## src/rtl/bitfield_unit_pkg.sv

```systemverilog
// Shared definitions for the bitfield extract/insert unit: widths, opcodes,
// the S1 payload layout and the S2 merge function.
package bitfield_unit_pkg;

   localparam int unsigned DATA_W  = 64;
   localparam int unsigned HALF_W  = 32;
   localparam int unsigned SHAMT_W = 6;

   typedef enum logic [1:0] {
      OPC_SBFM = 2'b00,
      OPC_BFM  = 2'b01,
      OPC_UBFM = 2'b10,
      OPC_RSVD = 2'b11
   } opc_e;

   typedef struct packed {
      opc_e              opc;
      logic              sf;
      logic              sign;
      logic [DATA_W-1:0] rot;
      logic [DATA_W-1:0] wmask;
      logic [DATA_W-1:0] tmask;
      logic [DATA_W-1:0] rd;
   } s1_pl_t;

   // Combine rotated source, destination and fill bits under the two masks.
   function automatic logic [DATA_W-1:0] bf_merge(input s1_pl_t p);
      logic [DATA_W-1:0] bot;
      logic [DATA_W-1:0] top;
      logic [DATA_W-1:0] res;
      bot = p.rot & p.wmask;
      top = '0;
      case (p.opc)
         OPC_SBFM: top = {DATA_W{p.sign}};
         OPC_BFM: begin
            bot = (p.rd & ~p.wmask) | (p.rot & p.wmask);
            top = p.rd;
         end
         default: top = '0;
      endcase
      res = (top & ~p.tmask) | (bot & p.tmask);
      if (p.opc == OPC_RSVD) begin
         res = '0;
      end
      if (!p.sf) begin
         res[DATA_W-1:HALF_W] = '0;
      end
      return res;
   endfunction

endpackage

```

## src/rtl/bitfield_unit_rotate.sv

```systemverilog
// Combinational rotate-right; 64-bit, or 32-bit replicated into both halves.
module bitfield_rotate
   import bitfield_unit_pkg::*;
(
   input  logic [DATA_W-1:0]  i_data,
   input  logic [SHAMT_W-1:0] i_amt,
   input  logic               i_sf,
   output logic [DATA_W-1:0]  o_rot
);

   logic [DATA_W-1:0]  w_rot64;
   logic [HALF_W-1:0]  w_lo;
   logic [HALF_W-1:0]  w_rot32;
   logic [SHAMT_W-2:0] w_amt32;

   // A left shift by the full width yields zero, which covers amount 0.
   assign w_rot64 = (i_data >> i_amt)
                  | (i_data << (7'(DATA_W) - {1'b0, i_amt}));

   assign w_amt32 = i_amt[SHAMT_W-2:0];
   assign w_lo    = i_data[HALF_W-1:0];
   assign w_rot32 = (w_lo >> w_amt32)
                  | (w_lo << (6'(HALF_W) - {1'b0, w_amt32}));

   assign o_rot = i_sf ? w_rot64 : {w_rot32, w_rot32};

endmodule

```

## src/rtl/bitfield_unit.sv

```systemverilog
// Two-stage valid/ready bitfield move unit (SBFM/BFM/UBFM): S1 rotates and
// captures operands, S2 merges under the masks and holds the result.
module bitfield_unit
   import bitfield_unit_pkg::*;
(
   input  logic               clk,
   input  logic               reset,
   input  logic               flush,
   input  logic               in_valid,
   output logic               in_ready,
   input  logic [1:0]         opc,
   input  logic               sf,
   input  logic [SHAMT_W-1:0] immr,
   input  logic [SHAMT_W-1:0] imms,
   input  logic [DATA_W-1:0]  wmask,
   input  logic [DATA_W-1:0]  tmask,
   input  logic [DATA_W-1:0]  rn_data,
   input  logic [DATA_W-1:0]  rd_data,
   output logic               out_valid,
   input  logic               out_ready,
   output logic [DATA_W-1:0]  result
);

   logic               r_s1_valid;
   s1_pl_t             r_s1;
   logic               r_s2_valid;
   logic [DATA_W-1:0]  r_result;

   logic               w_s1_adv;
   logic               w_accept;
   logic [DATA_W-1:0]  w_rot;
   logic [SHAMT_W-1:0] w_sign_idx;
   logic               w_sign;
   s1_pl_t             w_s1_next;

   assign w_s1_adv = ~r_s2_valid | out_ready;
   assign in_ready = ~flush & (~r_s1_valid | w_s1_adv);
   assign w_accept = in_valid & in_ready;

   bitfield_rotate u_rotate (
      .i_data (rn_data),
      .i_amt  (immr),
      .i_sf   (sf),
      .o_rot  (w_rot)
   );

   // 32-bit operations take the sign from the low word only.
   assign w_sign_idx = sf ? imms : {1'b0, imms[SHAMT_W-2:0]};
   assign w_sign     = rn_data[w_sign_idx];

   always_comb begin
      w_s1_next       = '0;
      w_s1_next.opc   = opc_e'(opc);
      w_s1_next.sf    = sf;
      w_s1_next.sign  = w_sign;
      w_s1_next.rot   = w_rot;
      w_s1_next.wmask = wmask;
      w_s1_next.tmask = tmask;
      w_s1_next.rd    = rd_data;
   end

   always_ff @(posedge clk or posedge reset) begin
      if (reset) begin
         r_s1_valid <= 1'b0;
         r_s1       <= '0;
      end else if (flush) begin
         r_s1_valid <= 1'b0;
      end else begin
         if (in_ready) begin
            r_s1_valid <= in_valid;
         end
         if (w_accept) begin
            r_s1 <= w_s1_next;
         end
      end
   end

   // S2 only loads when S1 advances, so a stalled result stays put.
   always_ff @(posedge clk or posedge reset) begin
      if (reset) begin
         r_s2_valid <= 1'b0;
         r_result   <= '0;
      end else if (flush) begin
         r_s2_valid <= 1'b0;
      end else if (w_s1_adv) begin
         r_s2_valid <= r_s1_valid;
         if (r_s1_valid) begin
            r_result <= bf_merge(r_s1);
         end
      end
   end

   assign out_valid = r_s2_valid;
   assign result    = r_result;

endmodule

```

## config.mk

```make
export PLATFORM = sky130hd
export DESIGN_NAME = bitfield_unit
export DESIGN_NICKNAME = d
export VERILOG_FILES = /design/src/rtl/bitfield_unit_pkg.sv /design/src/rtl/bitfield_unit_rotate.sv /design/src/rtl/bitfield_unit.sv
export SDC_FILE = /design/constraint.sdc
export NUM_CORES = 1
export LEC_CHECK = 0
export ABC_AREA = 1
export CORE_MARGIN = 4
export CORE_UTILIZATION = 40
export DETAILED_ROUTE_END_ITERATION = 6
export SYNTH_ARGS = -nofsm -noshare
export SYNTH_HDL_FRONTEND = slang
export SYNTH_SLANG_ARGS = --single-unit
```

## constraint.sdc

```tcl
create_clock -name clk -period 23.7 [get_ports clk]
set_clock_uncertainty 0.1 [all_clocks]
set_input_delay 4.74 -clock clk [delete_from_list [all_inputs] [get_ports clk]]
set_output_delay 4.74 -clock clk [all_outputs]
set_load 0.005 [all_outputs]
```

==> impl_metrics.py <==
metrics = {
    "run_status": {
        "status": "finished, final reports clean",
    },
    "critical_path": {
        "cp.required_ns": 18.86,
        "worstSetupPathType": "input pin to output port",
        "crit_path_end_kind": "output port",
        "reg2reg_depth": 11,
        "crit_fanout": 2,
        "cp_data_arrival_time_ns": 5.97,
        "crit_path_start_kind": "input pin",
    },
    "place": {
        "dp_slack_ns": 12.88,
        "io_buffer_count": 341,
        "dp_hpwl_um": 74910,
        "gp_congestion": 1.079,
        "dp_cells": 4486,
    },
    "synth": {
        "synth-compound-area-share_pct": 8.059,
        "synthAdderAreaFrac_pct": 0.05516,
        "ys_warn_count": 0,
        "synth_largest_area_cell": "dfrtp_1",
        "ys_seq_area_share_pct": 35.96,
        "syn_area_um2": 22680,
        "synth_cell_types": 33,
        "synth_top_family_by_area": "simple AND/OR/NAND/NOR gates",
        "synth.area.top_cells": "dfrtp_1, nand2_1, nand3_1",
        "ys_ff_latch": 326,
        "synthSimpleGateAreaFrac_pct": 50.50,
        "syn_avg_cell_area_um2": 6.311,
        "syn_inst": 3594,
        "synth_xor_area_share_pct": 0.03861,
        "synth_nets": 3871,
        "synth_top_area_share_pct": 35.96,
        "synth.area.mux_share_pct": 0,
    },
    "route": {
        "drc": 0,
        "firstDrtPassIters": 6,
        "wl_per_cell_um": 22.78,
        "drtIter0Drc": 3662,
        "avgViaCountPerCell": 5.803,
        "dr_total_vias": 26427,
        "postRouteAntennaNets": 0,
        "drt-total-wl_um": 103700,
    },
    "sta": {
        "finalSetupViolations": 0,
        "finalMaxSlewViolations": 0,
        "fin_crit_sh_pct": 45.61,
        "setup_slack_ns": 12.89,
        "rsz0062_at_grt": "no",
        "hold_viol": 0,
        "min_period_ns": 10.81,
        "tns_ns": 0,
        "worstMarginPinSlew_ns": 1.062,
        "fmax_mhz": 92.51,
        "relSlewSlack_pct": 29.09,
    },
    "clock_network": {
        "h-tree-depth": 2,
        "cts_buffer_depth": 3,
        "cts_buffers": 37,
        "cts_repair_resize_count": 0,
        "ctsHoldBuffers": 0,
        "cts_setup_buffers": 0,
        "cts_root_buffer": "clkbuf_16",
        "cts.clk_slew.worst_paths_ns": 0.06,
        "cts_num_sinks": 326,
        "clock_latency_ns": 0.57,
        "cts_tree": "built",
    },
    "global_route": {
        "grt_pass1_vias": 24726,
        "grt_max_degree": 174,
        "grtUsageTotal_pct": 33.37,
        "antenna_found_initial": 3,
        "grt_first_pass_wirelength_um": 155900,
        "overflow": 0,
    },
    "hold_path": {
        "min_path_type": "register to register",
        "hold_depth": 2,
    },
    "power_and_ir_drop": {
        "peakVddDrop_uv": 52.74,
        "power_density_nw_per_um2": 68.06,
        "power_leakage_nw": 13.41,
        "total_power_mw": 1.874,
    },
    "final_layout": {
        "final_cells": 4554,
        "nFillCells": 6008,
        "syn_to_final_growth_pct": 21.36,
        "layout.nets": 4046,
        "postLayoutCoreUtil_pct": 48.91,
        "drive_gt1_share_pct": 3.347,
    },
    "floorplanning": {
        "dieArea_um2": 60580,
        "io_pins": 342,
        "core_area_um2": 56280,
        "rows": 87,
        "initial_core_util_pct": 40.31,
        "die_w_um": 246.1,
        "die_h_um": 246.1,
    },
    "job": {
        "cap_violations": 0,
    },
}
==> routing by layer <==
metal	vias to the layer above	GRT usage [%]	routed length, um
met5	-	0	8
met4	2	14.15	5196
met3	241	6.138	9525
met2	1309	51.26	46060
met1	12434	46.27	42950
li1	12441	-	-
==> final cells by class <==
class | count | area [um^2] | area share [%]
multi-input combinational | 2981 | 13360 | 48.53
sequential | 326 | 8158 | 29.63
timing repair buffer | 378 | 3661 | 13.30
clock buffer | 56 | 1087 | 3.950
tap | 756 | 945.9 | 3.436
inverter | 45 | 186.4 | 0.6772
clock inverter | 8 | 120.1 | 0.4363
antenna | 4 | 10.01 | 0.03636
==> logic make-up (layout without fill, tap and decap cells) <==
group	count (synthesis)	count (layout)
AO/OA/AOI/OAI	298	298
AND/OR/NAND/NOR	2681	2681
XOR/XNOR	1	1
adder cells (fa/ha/maj)	1	1
other	0	4
buffers and inverters	287	487
flip-flops	326	326
==> synthesized netlist by cell type (all sizes together) <==
| library cell | n |
|---|---|
| a21boi | 53 |
| a21oi | 53 |
| a221oi | 1 |
| a22oi | 6 |
| a311oi | 39 |
| a31oi | 23 |
| and2 | 2 |
| buf | 117 |
| clkbuf | 125 |
| dfrtp | 326 |
| ha | 1 |
| inv | 45 |
| nand2 | 1569 |
| nand3 | 1013 |
| nand4 | 27 |
| nor2 | 66 |
| nor3 | 4 |
| o211ai | 2 |
| o21a | 1 |
| o21ai | 119 |
| o31ai | 1 |
| xor2 | 1 |
==> power by group <==
part           leakage [nW]  total [mW]  internal [mW]  switching (mW)
Combinational          8.70       0.577          0.209           0.369
Clock                 0.591       0.574          0.331           0.243
Sequential             4.12       0.722          0.643          0.0793
Total                  13.4        1.87           1.18           0.691
==> final timing paths <==
path,startpoint,endpoint,slack (ns)
worst max-delay path,out_ready,in_ready,12.89
worst min-delay path,r_s1[2]$_DFFE_PP0P_,r_s1[2]$_DFFE_PP0P_,0.37
worst max register to register,out_valid$_DFFE_PP0P_,r_s1[255]$_DFFE_PP0P_,20.53
worst min register to register,r_s1[2]$_DFFE_PP0P_,r_s1[2]$_DFFE_PP0P_,0.37
max in group asynchronous,reset,r_s1[244]$_DFFE_PP0P_,17.33
min in group asynchronous,reset,r_s1[27]$_DFFE_PP0P_,4.65
==> flip-flops by register name, indices dropped and copies added, names as in the netlist <==
name / count
r_s1_valid: 1
result: 64
r_s1: 260
out_valid: 1
==> worst max-delay path: stages <==
cell             delay [ns]
clkdlybuf4s50_1        0.40
nor2_1                 0.14
nand2_1                0.08
nand2_1                0.12
inv_1                  0.05
clkdlybuf4s50_1        0.43
==> through the flow <==
stage	cell area, um^2	hold WS, ns
2_1_floorplan	22680	0.3416
5_1_grt	27520	0.3898
6_report	27530	0.3681
4_1_cts	27520	0.3731
3_5_place_dp	26310	0.3597
3_3_place_gp	26310	0.3550
==> cells in the final DEF (no fill, tap or decap), types with 2 or more instances in the layout <==
master and count:
nor2_1 59, clkbuf_16 37, inv_8 2, inv_1 33, clkdlybuf4s50_1 335, o211ai_1 2, nand3_2 3, nor3_1 3
a21boi_0 8, nand2_1 1563, nand3_1 1010, clkbuf_1 10, nand2_2 6, buf_2 6, inv_2 8, clkinv_2 5
nand4_1 27, a31oi_1 23, o21ai_0 108, and2_1 2, a22oi_1 6, a21oi_1 53, a311oi_1 39, nor2_4 6
buf_4 37, clkbuf_8 9, diode_2 4, a21boi_1 45, dfrtp_1 326, o21ai_1 11
(Power assumes the default switching activity.)
